===== src/rtl/st7735_spi_receiver.sv =====
// Purpose : ST7735 4-wire serial bus decoder (CS/DC/LCD_CLK/MOSI -> tagged bytes).
// Latency : byte completes SYNC_STAGES+1 cycles after its 8th LCD_CLK rise; visible on BYTE_OUT 1 cycle later.
// Backpres: BYTE_VALID/BYTE_READY; bytes arriving to a full FIFO are dropped and flagged on OVERFLOW.
//
// Ports:
//   SYSTEM_CLK, RESET_N            clock (>= 4x LCD_CLK), async active-low reset
//   CS, DC, LCD_CLK, MOSI          raw bus inputs, oversampled and synchronized here
//   BYTE_OUT/BYTE_IS_DATA/BYTE_INDEX, BYTE_VALID, BYTE_READY   FIFO head and handshake
//   LAST_CMD                       most recent command byte
//   FRAME_ERR                      one-cycle pulse when CS rises mid-byte
//   OVERFLOW, CLEAR                sticky drop flag and its synchronous clear

// Purpose : generic single-clock FIFO used for the decoded byte queue.
// Latency : write visible on rd_dat/rd_vld the cycle after it is accepted.
// Backpres: wr_rdy low only when full and the head is not being popped in the same cycle.
module st7735_fifo #(
  parameter int W     = 17,
  parameter int DEPTH = 4
) (
  input  logic         clk,
  input  logic         rst_n,
  input  logic         wr_vld,
  output logic         wr_rdy,
  input  logic [W-1:0] wr_dat,
  output logic         rd_vld,
  input  logic         rd_rdy,
  output logic [W-1:0] rd_dat
);
  localparam int AW = $clog2(DEPTH);

  logic [W-1:0] mem [DEPTH];
  logic [AW-1:0] wr_ptr, rd_ptr;
  logic [AW:0]   count;
  logic          push, pop;

  assign rd_vld = (count != '0);
  // A pop in the same cycle frees the slot being written, so full+pop still accepts.
  assign wr_rdy = (count != (AW+1)'(DEPTH)) || rd_rdy;
  assign pop    = rd_vld && rd_rdy;
  assign push   = wr_vld && wr_rdy;
  assign rd_dat = mem[rd_ptr];

  always_ff @(posedge clk or negedge rst_n) begin
    if (!rst_n) begin
      for (int i = 0; i < DEPTH; i++) mem[i] <= '0;
      wr_ptr <= '0;
      rd_ptr <= '0;
      count  <= '0;
    end else begin
      if (push) begin
        mem[wr_ptr] <= wr_dat;
        wr_ptr      <= wr_ptr + 1'b1;
      end
      if (pop) rd_ptr <= rd_ptr + 1'b1;
      case ({push, pop})
        2'b10:   count <= count + 1'b1;
        2'b01:   count <= count - 1'b1;
        default: count <= count;
      endcase
    end
  end
endmodule

module st7735_spi_receiver #(
  parameter int FIFO_DEPTH  = 4,
  parameter int SYNC_STAGES = 2
) (
  input  logic       SYSTEM_CLK,
  input  logic       RESET_N,
  input  logic       CS,
  input  logic       DC,
  input  logic       LCD_CLK,
  input  logic       MOSI,
  output logic [7:0] BYTE_OUT,
  output logic       BYTE_IS_DATA,
  output logic [7:0] BYTE_INDEX,
  output logic       BYTE_VALID,
  input  logic       BYTE_READY,
  output logic [7:0] LAST_CMD,
  output logic       FRAME_ERR,
  output logic       OVERFLOW,
  input  logic       CLEAR
);
  typedef struct packed {
    logic [7:0] dat;
    logic       is_data;
    logic [7:0] idx;
  } entry_t;

  typedef enum logic {IDLE, SHIFT} state_t;

  // Synchronizers: bit 0 takes the pin, top bit is the synchronized value.
  logic [SYNC_STAGES-1:0] cs_sync, clk_sync, dc_sync, mosi_sync;
  logic cs_s, clk_s, dc_s, mosi_s;
  logic cs_q, clk_q, cs_rise, clk_rise;

  always_ff @(posedge SYSTEM_CLK or negedge RESET_N) begin
    if (!RESET_N) begin
      cs_sync   <= '1;
      clk_sync  <= '1;
      dc_sync   <= '0;
      mosi_sync <= '0;
      cs_q      <= 1'b1;
      clk_q     <= 1'b1;
    end else begin
      cs_sync   <= {cs_sync[SYNC_STAGES-2:0], CS};
      clk_sync  <= {clk_sync[SYNC_STAGES-2:0], LCD_CLK};
      dc_sync   <= {dc_sync[SYNC_STAGES-2:0], DC};
      mosi_sync <= {mosi_sync[SYNC_STAGES-2:0], MOSI};
      cs_q      <= cs_s;
      clk_q     <= clk_s;
    end
  end

  assign cs_s     = cs_sync[SYNC_STAGES-1];
  assign clk_s    = clk_sync[SYNC_STAGES-1];
  assign dc_s     = dc_sync[SYNC_STAGES-1];
  assign mosi_s   = mosi_sync[SYNC_STAGES-1];
  assign cs_rise  = cs_s && !cs_q;
  assign clk_rise = clk_s && !clk_q;

  // Receive FSM
  state_t     state, state_nxt;
  logic [2:0] bit_cnt;
  logic [6:0] shift;
  logic       shift_en, byte_done, frame_err_set;

  always_ff @(posedge SYSTEM_CLK or negedge RESET_N) begin
    if (!RESET_N) state <= IDLE;
    else          state <= state_nxt;
  end

  always_comb begin
    state_nxt = state;
    case (state)
      IDLE:    if (!cs_s)  state_nxt = SHIFT;
      SHIFT:   if (cs_rise) state_nxt = IDLE;
      default: state_nxt = IDLE;
    endcase
  end

  // CS high gates off every LCD_CLK edge, so shifting and CS rise are exclusive.
  always_comb begin
    shift_en      = (state == SHIFT) && !cs_s && clk_rise;
    byte_done     = shift_en && (bit_cnt == 3'd7);
    frame_err_set = (state == SHIFT) && cs_rise && (bit_cnt != 3'd0);
  end

  always_ff @(posedge SYSTEM_CLK or negedge RESET_N) begin
    if (!RESET_N) begin
      bit_cnt   <= '0;
      shift     <= '0;
      FRAME_ERR <= 1'b0;
    end else begin
      FRAME_ERR <= frame_err_set;
      if (state == IDLE) begin
        bit_cnt <= '0;
      end else if (cs_rise) begin
        bit_cnt <= '0;
        shift   <= '0;
      end else if (shift_en) begin
        bit_cnt <= bit_cnt + 1'b1;
        shift   <= {shift[5:0], mosi_s};
      end
    end
  end

  // Byte classification
  logic [7:0] rx_byte, param_cnt, param_nxt;
  entry_t     wr_entry, rd_entry;
  logic       fifo_wr_rdy;

  assign rx_byte   = {shift, mosi_s};
  assign param_nxt = (param_cnt == 8'hFF) ? 8'hFF : param_cnt + 8'd1;

  always_comb begin
    wr_entry.dat     = rx_byte;
    wr_entry.is_data = dc_s;
    wr_entry.idx     = dc_s ? param_nxt : 8'd0;
  end

  // LAST_CMD and the parameter counter track every completed byte, dropped or not.
  always_ff @(posedge SYSTEM_CLK or negedge RESET_N) begin
    if (!RESET_N) begin
      LAST_CMD  <= '0;
      param_cnt <= '0;
      OVERFLOW  <= 1'b0;
    end else begin
      if (byte_done) begin
        if (dc_s) begin
          param_cnt <= param_nxt;
        end else begin
          LAST_CMD  <= rx_byte;
          param_cnt <= '0;
        end
      end
      // A fresh overflow outranks CLEAR.
      if (byte_done && !fifo_wr_rdy) OVERFLOW <= 1'b1;
      else if (CLEAR)                OVERFLOW <= 1'b0;
    end
  end

  st7735_fifo #(
    .W     ($bits(entry_t)),
    .DEPTH (FIFO_DEPTH)
  ) u_fifo (
    .clk    (SYSTEM_CLK),
    .rst_n  (RESET_N),
    .wr_vld (byte_done),
    .wr_rdy (fifo_wr_rdy),
    .wr_dat (wr_entry),
    .rd_vld (BYTE_VALID),
    .rd_rdy (BYTE_READY),
    .rd_dat (rd_entry)
  );

  assign BYTE_OUT     = rd_entry.dat;
  assign BYTE_IS_DATA = rd_entry.is_data;
  assign BYTE_INDEX   = rd_entry.idx;
endmodule


===== config.mk =====
export PLATFORM = sky130hd
export DESIGN_NAME = st7735_spi_receiver
export DESIGN_NICKNAME = d
export VERILOG_FILES = /design/src/rtl/st7735_spi_receiver.sv
export SDC_FILE = /design/constraint.sdc
export NUM_CORES = 1
export LEC_CHECK = 0
export CAP_MARGIN = 30
export CORE_ASPECT_RATIO = 1.25
export CORE_MARGIN = 2
export CORE_UTILIZATION = 30
export CTS_CLUSTER_DIAMETER = 80
export DETAILED_ROUTE_END_ITERATION = 10
export PLACE_DENSITY = 0.48
export SYNTH_ARGS = -nofsm -noshare
export SYNTH_HDL_FRONTEND = slang
export SYNTH_HIERARCHICAL = 1
export SYNTH_SLANG_ARGS = --single-unit

===== constraint.sdc =====
create_clock -name SYSTEM_CLK -period 2.63 [get_ports SYSTEM_CLK]
set_input_delay 0.526 -clock SYSTEM_CLK [delete_from_list [all_inputs] [get_ports SYSTEM_CLK]]
set_output_delay 0.526 -clock SYSTEM_CLK [all_outputs]
set_load 0.01 [all_outputs]

Yosys cells after proc, flatten, opt, wreduce, memory -nomap -nowiden
Cells that the tools add are included.
Word-level totals
  input port bits: 8
  bits in registers: 114
  word-level logic and storage cells: 81
  output and inout bits: 28
Operators by class
  add/subtract/negate cells: 6
  muxes and demuxes: 19
  bitwise operators: 4
  eq/ne operators: 6
  reductions and logical operators: 23
  $lt $le $gt $ge: 3
Operators with widths (number)
  $bwmux 68: 1
  $mux 17: 3
  $bmux 17 s2: 1
  $demux 17 s2: 1
  $mux 8: 2
  $mux 7: 2
  $logic_and 1x1->1: 11
  $mux 3: 3
  $add 8x1->8 const B: 1
  $eq 8x8->1 const B: 1
  $add 3x1->3 const B: 2
  $ge 3x3->1 const B: 2
  $not 2->3: 2
  $pmux 3 s2: 1
  $reduce_bool 2->1: 3
  $reduce_bool 3->1: 2
  $add 2x1->2 const B: 2
  $logic_not 1->1: 4
  $mux 1: 4
  $reduce_and 2->1: 2
  $eq 3x3->1 const B: 1
  $lt 3x1->1 const B: 1
  $ne 3x2->1 const B: 1
  $ne 3x3->1 const B: 1
  6 further kinds: 7

Depth between registers and ports, before layout
  depth after elaboration: 7
  depth in mapped cells: 12

Modules after synthesis
Netlist, hierarchy kept.
Modules (own cells, without submodules)
  st7735_fifo: area an instance 3562.2 um2, cells an instance 202, seq. area each 1876.8 um2, instances 1
  st7735_spi_receiver: area an instance 1744.2 um2, cells an instance 141, seq. area each 983.4 um2, instances 1

Least setup slack after synthesis
Ideal clock, no wire load.
  kind: input -> register
  from: input BYTE_READY
  to: register u_fifo.count[2]
  setup time: 0.079 ns
  data required time: 2.551 ns
  path slack: 0.340 ns
  stages on the path: 9
  arrival: 2.211 ns
  path buffers: 1
  cell sequence: or4b_1 > buf_2 > nand2_1 > ha_1 > inv_1 > fa_1 > xor2_1 > nor2_1 > xor2_1
Between the ends
  cells in the longest elaborated chain, start to end: 4
  elaborated cells between the ends (all ways): 7
  those cells by class: eq/ne: 2; mux: 1; reduce/logical: 4
RTL lines
  start: declaration: line 78  | input logic BYTE_READY,
  $logic_or 1x1->1 (*): line 38  | assign wr_rdy = (count != (AW+1)'(DEPTH)) || rd_rdy;
  via fifo_wr_rdy: line 171  | logic fifo_wr_rdy;
  $logic_and 1x1->1 (*): line 40  | assign push = wr_vld && wr_rdy;
  $eq 2x1->1 or $eq 2x2->1 (tied branches): line 55  | case ({push, pop})
  $pmux 3 s2 or $reduce_bool 2->1 (tied branches)
  end signal: assignment: line 56  | 2'b10: count <= count + 1'b1;
  end signal: assignment: line 57  | 2'b01: count <= count - 1'b1;
  end signal: assignment: line 58  | default: count <= count;
  end: declaration: line 33  | logic [AW:0] count;
The timed path passes the listed nets; every way through them passes the cells marked *.
A chain may end at the register's enable or synchronous reset.

Worst setup path in the final report
  from: register u_fifo.rd_ptr[0]
  to: output BYTE_INDEX[4]
Between the ends
  cells in the longest elaborated chain, start to end: 4
RTL lines
  start: declaration: line 32  | logic [AW-1:0] wr_ptr, rd_ptr;
  start signal: assignment: line 54  | if (pop) rd_ptr <= rd_ptr + 1'b1;
  $not 2->3 (not written as such): line 41  | assign rd_dat = mem[rd_ptr];
  $bmux 17 s2: line 41
  $mux 17 (not written as such) (2 in a row): line 41
  end: declaration: line 76  | output logic [7:0] BYTE_INDEX,
No other way between the ends. The select of a mux whose other input is x is not followed.

==> results summary <==
Counting every instance in the synthesized netlist gives between 300 and 400. The DRC violations left came out at 0. Counting the fill cells in the layout gives 1614. Sequential cells burn 39.9% of the power. The peak supply drop came out at 483 uV. The area share of the largest cell type after synthesis is 50.9%. The met1 usage came out at 17.8%.

The kind of critical path is reg -> out. In this run, CTS created clock tree buffers numbering 17. The share of total power dissipated in combinational logic is 10.9%.

The flow ran to the end, and the final reports show no timing, DRC or antenna violations. The worst register-to-register path has a depth of 8. After synthesis, flip-flops and latches occupy 53.9% of the total area. The cell internal power dissipation is 3.63 mW. The number of global-route vias before repair came out at ~3300. The worst setup path is captured at an output pin. The number of I/O pins is 36. The min-delay analysis places its worst path in the category in -> async. For this design, the slowest cell found on the critical path is sky130_fd_sc_hd__mux4_2. The dominant cell type by area after synthesis is sky130_fd_sc_hd__dfrtp_1. The fraction of final layout cells with drive strength greater than 1 came out at 39.8%. The area of the mapped netlist is 5310 sq um. The post-layout minimum cycle time is 2450 ps. The area of the placeable core came out at between 15000 and 20000 sq um. The maximum frequency from static timing analysis is between 400 and 500 MHz.

The worst endpoint data arrival time came out at 1930 ps. In this run the most used layer during global routing was met2. The half-perimeter wire length of the detailed placement result came out at between 6 and 7 mm. The die covers 18800 sq um. In this run the critical register-to-register path is captured at u_fifo/count[2]. The post-route clock skew came out at 12.2 ps. At the worst endpoint, the required time is 2100 ps.

By area the synthesized netlist is led by sky130_fd_sc_hd__dfrtp_1, sky130_fd_sc_hd__mux2_4, sky130_fd_sc_hd__mux2_2, sky130_fd_sc_hd__mux4_2, sky130_fd_sc_hd__dfstp_2. The final cell count without fillers came out at 629. The final-report max-slew violation count is 0. The count of inserted antenna diode cells is 0. The sum of negative setup slack is 0 ps. For this run, the slowest stage of the critical path takes 540 ps.

The transition at the pin with the smallest max-transition slack is 541 ps. The aggregate global routing overflow is 0. The wire length of the first global-routing pass came out at 18.6 mm.

The net count reported at finish is 411. The worst slew slack as a fraction of its limit came out at 63.7%. At the later pin of the worst-skew pair, clock insertion delay measures 420 ps. The area occupied by multi-input gates is roughly 2200 sq um.

In this run the remaining antenna-violating nets after routing total 0. Registers take 2860 sq um. Of the total power, the share spent switching nets is 23.8%. The net switching power figure came out at 1.13 mW. The synthesized area per cell came out at 15.5 sq um. The count of hold-fix buffers inserted at cts came out at 0.

The type of origin of the critical path is a flop. The clock tree from TritonCTS is done. The initial standard-cell utilization of the core came out at between 30% and 40%. Routability-driven placement finished with a final weighted congestion of 0.759. The global-route track usage on met2 is 19.3%. The tree is rooted in a sky130_fd_sc_hd__clkbuf_16. The total number of vias came out at 2983. Power spread over the standard cell area amounts to 731 nW/um^2. The number of storage elements in the synthesis netlist is 114.

The number of sinks driven by the clock tree came out at 114. The H-tree depth came out at 4. The port buffer count is 35. The relative area change from synthesis to final layout came out at 22.6%. From bottom edge to top edge, the die measures approximately 150 um. Setup violations remaining at the end of the flow were counted as 0. In the finished design, the share of the clock period the worst path needs comes to 93.3%. The initial antenna violation count came out at 0. The pin count of the biggest net entering global routing is 51. Counting along the longest clock path gives a buffer depth of 2. In this run the critical register-to-register path is launched from u_fifo/count[1]. Global routing used 13.0% of the available tracks across all layers.

Setup repair after global routing left no endpoint under its margin. The number of nets handed over by synthesis was between 300 and 400. The number of warnings printed during yosys synthesis came out at 6. The signal on the critical path passes through buf_12 -> mux4_2 -> dlygate4sd2_1. The instance count after placement with tap cells included came out at 598. The slack of the worst reg-to-reg path came out at 450 ps. The vias per cell came out at around 4.7. The final wirelength came out at 10.9 mm. The power share of the clock group is approximately half. The power after layout is between 4 and 5 mW. The leakage power came out at a little over 3 nW. The peak fanout along the critical path is 17. Measured along the x axis, the die boundary spans ~120 um. The number of endpoints with negative hold slack in the final report is 0.

The number of placement rows came out at 54. The first-iteration detailed-routing DRC count came out at around 140. The wire length per cell came out at roughly 17 um. The number of buffers added for setup after CTS came out at 0. The met3 layer usage reported by global route is between 4 and 5%. The number of search-and-repair iterations in the first detailed-routing pass came out at 4.

The number of distinct library cell variants in the gate-level netlist after synthesis came out at 50. The clock slew at the register clock pins of the worst setup and hold paths came out at 60 ps. The max-cap violation count is 0.
## critical path, delay by kind of cell, from the launching register on
kind	cells	cell delay [ps]
muxes	1	540
buffers and inverters	2	520
DFF	1	420
## through the flow
stage	setup WS (ps)	hold WS (ps)	util (%)	cell area [sq um]
final	176	66.3	37.5	6510
after global routing	75.1	88.0	37.5	6510
after CTS	143	69.9	37.5	6510
after detailed placement	-21.4	336	34.1	5920
after global placement	52.1	344	34.1	5920
after floorplan	340	230	-	5310
## metal layers
layer	wire length, um	share of wire (%)
met5	0	0
met3	405	3.7
met1	5130	47
met2	5190	48
met4	184	1.7
## power groups by stage
| stage | logic (mW) | registers [mW] | clock network (mW) |
|---|---|---|---|
| 2_1_floorplan | 0.360 | 1.88 | 0 |
| 3_3_place_gp | 0.531 | 1.93 | 0 |
| 3_5_place_dp | 0.536 | 1.93 | 0 |
| 4_1_cts | 0.537 | 1.90 | 2.41 |
| 5_1_grt | 0.583 | 1.91 | 2.50 |
| 6_report | 0.521 | 1.90 | 2.34 |
## flip-flops by register name (all words and copies together) (netlist names)
| name | flops |
|---|---|
| param_cnt | 8 |
| LAST_CMD | 8 |
| u_fifo/count | 3 |
| u_fifo/wr_ptr | 2 |
| OVERFLOW | 1 |
| u_fifo/rd_ptr | 2 |
| clk_sync | 2 |
| shift | 7 |
| FRAME_ERR | 1 |
| dc_sync | 2 |
| clk_q | 1 |
| state | 1 |
| u_fifo/mem | 68 |
| mosi_sync | 2 |
| cs_sync | 2 |
| cs_q | 1 |
| bit_cnt | 3 |
## area by class of cell
cell class	instances	share of cell area, %
clock buffer	22	7.29
clock inverter	9	2.00
inverter	13	0.750
multi-input combinational	195	33.6
sequential	114	44.0
tap	224	4.31
timing repair buffer	52	8.13
## kinds of logic after synthesis
group / Yosys count / share of synthesized area [%]
AOI/OAI and AO/OA: 41 / 5.59
xor gates and xnor gates: 7 / 1.16
adders and majority gates: 10 / 2.50
buffers and inverters: 34 / 4.95
DFF: 114 / 53.9
muxes: 96 / 26.8
and+or+nand+nor: 41 / 5.12
## synth_stat cells, drive strengths merged
cell type  number
dfrtp         108
nand3           4
a41oi           3
mux4           17
and2            1
and4bb          1
a21oi          10
nand2          11
and4            3
and3            7
dfstp           6
a41o            1
inv            13
a311oi          1
nor2b           1
xnor2           3
a21boi          1
clkbuf          3
o21a            2
xor2            4
o31ai           1
nor2            6
nor3b           2
mux2i           1
mux2           78
nand4           2
o21ai           3
o2bb2ai         1
a22o            9
or3             1
o31a            2
ha              9
o22ai           2
fa              1
nor3            1
or4b            1
buf            18
a31oi           5
## timing repair
| action | 4_1_cts | 5_1_grt |
|---|---|---|
| endpoints found under the hold margin | 0 | 0 |
| resized for setup | 17 | 0 |
| setup endpoints to repair | 17 | 0 |
## how the worst max path moves through the flow
stage	from	to	slack, ps	cells past startpoint
5_1_grt	u_fifo/rd_ptr[0]	BYTE_INDEX[4]	80	3
3_5_place_dp	BYTE_READY	u_fifo/count[2]	-20	9
6_report	u_fifo/rd_ptr[0]	BYTE_INDEX[4]	180	3
4_1_cts	u_fifo/rd_ptr[0]	BYTE_OUT[6]	140	3
3_3_place_gp	BYTE_READY	u_fifo/count[2]	50	9
2_1_floorplan	BYTE_READY	u_fifo/count[2]	340	9
## cells in the final DEF (no fill, tap or decap), types with 6 or more instances in the layout
master                              n
sky130_fd_sc_hd__mux4_2            17
sky130_fd_sc_hd__buf_12             6
sky130_fd_sc_hd__inv_1             12
sky130_fd_sc_hd__mux2_2            38
sky130_fd_sc_hd__dlygate4sd2_1     17
sky130_fd_sc_hd__mux2_4            40
sky130_fd_sc_hd__a22o_1             9
sky130_fd_sc_hd__and3_1             6
sky130_fd_sc_hd__clkdlybuf4s50_1   17
sky130_fd_sc_hd__nand2_1           11
sky130_fd_sc_hd__nor2_1             6
sky130_fd_sc_hd__clkbuf_16         17
sky130_fd_sc_hd__dfstp_2            6
sky130_fd_sc_hd__buf_4             12
sky130_fd_sc_hd__dfrtp_1          108
sky130_fd_sc_hd__a21oi_1           10
sky130_fd_sc_hd__ha_1               9
No activity file was read; power rests on OpenSTA's default activity.
==> RTL edit 1: new RTL, config.mk and constraints unchanged <==
Make the reset (`RESET_N` and `rst_n`) synchronous in 5 clocked blocks. Comments in the files are not updated.
--- a/src/rtl/st7735_spi_receiver.sv
+++ b/src/rtl/st7735_spi_receiver.sv
@@ -42,3 +42,3 @@
 
-  always_ff @(posedge clk or negedge rst_n) begin
+  always_ff @(posedge clk) begin
     if (!rst_n) begin
@@ -96,3 +96,3 @@
 
-  always_ff @(posedge SYSTEM_CLK or negedge RESET_N) begin
+  always_ff @(posedge SYSTEM_CLK) begin
     if (!RESET_N) begin
@@ -127,3 +127,3 @@
 
-  always_ff @(posedge SYSTEM_CLK or negedge RESET_N) begin
+  always_ff @(posedge SYSTEM_CLK) begin
     if (!RESET_N) state <= IDLE;
@@ -148,3 +148,3 @@
 
-  always_ff @(posedge SYSTEM_CLK or negedge RESET_N) begin
+  always_ff @(posedge SYSTEM_CLK) begin
     if (!RESET_N) begin
@@ -182,3 +182,3 @@
   // LAST_CMD and the parameter counter track every completed byte, dropped or not.
-  always_ff @(posedge SYSTEM_CLK or negedge RESET_N) begin
+  always_ff @(posedge SYSTEM_CLK) begin
     if (!RESET_N) begin
Check against the original RTL: differs if RESET_N is asserted again (counterexample within 10 cycles, from zero or initial values and one cycle with RESET_N low); with RESET_N held inactive, the same outputs for 10 cycles.
==> RTL edit 1 against the unedited design <==
- register-to-register slack lost 0.10 ns
- sequential cell count grew 2
- via count increased by 8.3%
- area after synthesis down 3.0%
- critical path depth stayed put
- clock skew shrank 0.0042 ns
- synthesized cell count is 18% higher
- fmax shrank 3.6%
- setup slack worse by 0.092 ns
- routed wire length increased by 2.4%
- count of clock-buffer cells in the layout is 5 lower
- final area is 0.81% lower
Power is not compared: it rests on default switching activity, and its combinational part moved more than twofold at a synthesized area within 25%.
==> RTL edit 1: results (changes against the unedited design) <==
syn_nets 419 (was 361); routability-driven placement congestion ratio 0.783 (was 0.759); status complete, no violations (unchanged); crit path DAT 2.02 ns (was 1.93 ns); R2R Path End u_fifo/mem[1][13] (was u_fifo/count[2]); first-pass GRT wire length 17800 µm (was 18600 µm); vias in the first global route 3240 (was 3253); clock buffer depth 2 (unchanged); Nets 472 (was 411); Initial DRC Count 194 (was 139); CP delay by family, top buffers and inverters (was multiplexers); worst r2r src bit_cnt[0] (was u_fifo/count[1]); vias per cell 4.68 (was 4.74); max_slew headroom 39.0% (was 63.7%); Min-Delay Path Class register to register (was input pin to async pin); r2r worst-path depth 7 (was 8); dpl hpwl 6970 µm (was 6810 µm); largest net degree at the start of global routing 44 (was 51); sequential area share after synthesis 58.4% (was 53.9%); Worst R2R Setup Slack 0.35 ns (was 0.45 ns); ys async rst share 0% (was 100%); gr usage total 13.0% (about the same); layout cells sized above 1 21.2% (was 39.8%); number of enable flip-flop cells after synthesis 68 (was 0); cts repair resizes 0 (was 17); Setup Skew 0.00803 ns (was 0.0122 ns); post-synth cell types 58 (was 50); ys flop type edfxtp_1 (was dfrtp_1); # fillers 1639 (was 1614); Synth area leaders edfxtp_1, dfxtp_1, mux4_2, and2_1, nand2_1 (was dfrtp_1, mux2_4, mux2_2, mux4_2, dfstp_2); top post-synthesis cells by count edfxtp_1, and2_1, dfxtp_1, nand2_1, mux4_2 (was dfrtp_1, mux2_4, mux2_2, mux4_2, inv_1); critical path fanouts, max 9 (was 17)
-- RTL edit 1: cell types whose count changed after synthesis, moves of 9 or more --
cell / before / now
clkbuf_1: 2 / 12
nand2_1: 11 / 42
and2_1: 0 / 59
nand3_1: 2 / 12
dfxtp_1: 0 / 48
edfxtp_1: 0 / 68
a22o_1: 9 / 0
dfrtp_1: 108 / 0
mux2_4: 40 / 0
mux2_2: 38 / 0
and2_4: 1 / 10
nand2b_1: 0 / 11
-- RTL edit 1: cells by family (layout without fill, tap and decap cells) --
logic type | after synthesis | after routing | synth area share (%)
mux | 26 | 26 | 9.19
fa+ha+maj | 6 | 6 | 1.60
flops | 116 | 116 | 58.4
simple gates | 172 | 172 | 21.0
compound gates | 46 | 46 | 5.93
buf+inv | 33 | 99 | 2.94
xor+xnor | 6 | 6 | 1.02
-- RTL edit 1: per-layer routing --
layer	wire length, µm	up-vias	global-route usage (%)
met5	0	-	0
met4	146	0	5.00
met3	287	15	3.22
met2	5870	46	22.9
met1	4870	1602	15.2
li1	-	1568	-
-- RTL edit 1: worst min-delay path by stage --
stage / start / end / slack, ns / cells past startpoint
3_5_place_dp: clk_sync[0] / clk_sync[1] / 0.40 / 1
6_report: cs_sync[0] / cs_sync[1] / 0.41 / 1
4_1_cts: cs_sync[0] / cs_sync[1] / 0.41 / 1
5_1_grt: clk_sync[0] / clk_sync[1] / 0.42 / 1
3_3_place_gp: cs_sync[0] / cs_sync[1] / 0.39 / 1
2_1_floorplan: clk_sync[0] / clk_sync[1] / 0.39 / 1
-- RTL edit 1: layout make-up --
| cell class | instances | share of cell area (%) |
|---|---|---|
| Clock buffer | 17 | 6.59 |
| Clock inverter | 15 | 2.38 |
| Inverter | 12 | 0.737 |
| Multi-Input combinational cell | 256 | 30.9 |
| Sequential cell | 116 | 46.5 |
| Tap cell | 220 | 4.27 |
| Timing Repair Buffer | 55 | 8.53 |
-- RTL edit 1: worst register-to-register path, stage by stage, from the launching register on --
cell	delay, ns
dfxtp_1	0.36
ha_1	0.16
ha_1	0.15
inv_1	0.05
nor2_1	0.26
nand2_1	0.15
nor4b_4	0.78
and2_1	0.24
-- RTL edit 1: stage by stage --
step           util [%]  instance area (µm²)  instances  setup WS (ns)
2_1_floorplan         -                 5150        405         -0.435
3_3_place_gp       34.7                 5850        658        -0.0477
3_5_place_dp       34.7                 5850        658         -0.100
4_1_cts            38.2                 6430        690         0.0400
5_1_grt            38.3                 6450        691       -0.00259
6_report           38.3                 6450        691         0.0838
-- RTL edit 1: report_power, final --
part | internal, µW | leakage, µW | switching, µW | total (µW)
logic | 65.9 | 0.000858 | 66.5 | 132
clock network | 1400 | 0.000280 | 859 | 2260
registers | 1980 | 0.00103 | 18.6 | 2000
total | 3440 | 0.00217 | 944 | 4390
==> RTL edit 2: new RTL, config.mk and constraints unchanged <==
Without the edit above. Change the parameter `SYNC_STAGES` from 2 to 4.
--- a/src/rtl/st7735_spi_receiver.sv
+++ b/src/rtl/st7735_spi_receiver.sv
@@ -65,3 +65,3 @@
   parameter int FIFO_DEPTH  = 4,
-  parameter int SYNC_STAGES = 2
+  parameter int SYNC_STAGES = 4
 ) (
Function: changed (Yosys sat finds a counterexample within 10 cycles, from zero or initial values and one cycle with RESET_N low).
==> RTL edit 2 against the unedited design <==
- die area up 3.7%
- synthesized cell count up 2.3%
- setup slack worse by 0.094 ns
- largest cell class unchanged
- highest routed layer unchanged
- clock power down 5%
- total power up 1.8%
- register-to-register slack worse by 0.21 ns
- final area up 3.6%
- critical path type unchanged
- critical endpoint unchanged
- sequential cell count up 8
- area after synthesis up 3.9%
- routed wire length up 2.9%
- clock skew down 0.0060 ns
- largest power group unchanged
- non-clock buffer count up 2
==> RTL edit 2: results (changes against the unedited design) <==
sequential area share after synthesis 55.6% (was 53.9%); status complete, no violations (unchanged); dpl hpwl 7130 µm (was 6810 µm); # clk buffers 23 (was 22); Post-Syn Instances 351 (was 343); layout cells sized above 1 40.0% (was 39.8%); routability-driven placement congestion ratio 0.824 (was 0.759); vias per cell 4.71 (was 4.74); Met3 Wirelength 346 µm (was 405 µm); Synth Area in Adders 2.41% (was 2.50%); Initial DRC Count 107 (was 139); critical path fanouts, max 8 (was 17); pre-CTS WS -0.0463 ns (was -0.0214 ns); Worst R2R Setup Slack 0.24 ns (was 0.45 ns); fraction of area in multi-input gates 32.4% (was 33.6%); dpl cells 610 (was 598); GR Util met3 3.19% (was 4.15%); CORE AREA 18000 µm² (was 17400 µm²); crit path DAT 2.02 ns (was 1.93 ns); Worst-Margin Slew 0.635 ns (was 0.541 ns); WL met1 5120 µm (was 5130 µm); P_leak 0.00313 µW (was 0.00305 µW); largest net degree at the start of global routing 49 (was 51); cts repair resizes 0 (was 17); placed cell area 6130 µm² (was 5920 µm²); routing usage on met2 20.3% (was 19.3%); vias in the first global route 3339 (was 3253); area fraction in compound gates after synthesis 5.38% (was 5.59%); Clock Sinks 122 (was 114); WHS 0.103 ns (was 0.0663 ns)
==> RTL edit 2: cell types whose count changed after synthesis <==
| cell | delta |
|---|---|
| dfstp_2 | +4 |
| dfrtp_1 | +4 |
==> RTL edit 2: power breakdown <==
part	leakage (µW)	internal, µW	total (µW)	switching, µW
combinational	0.00122	307	611	304
clock	0.000273	1430	2220	786
sequential	0.00163	1950	2020	64.6
==> RTL edit 2: path summary, 6_finish.rpt <==
path / cells after the start / to / startpoint
max in group asynchronous: 2 / dc_sync[0] / RESET_N
worst min register to register: 0 / mosi_sync[3] / mosi_sync[2]
worst max register to register: 11 / u_fifo/count[2] / bit_cnt[0]
worst min-delay path: 1 / u_fifo/mem[55] / RESET_N
worst max-delay path: 3 / BYTE_INDEX[4] / u_fifo/rd_ptr[0]
min in group SYSTEM_CLK: 0 / mosi_sync[3] / mosi_sync[2]
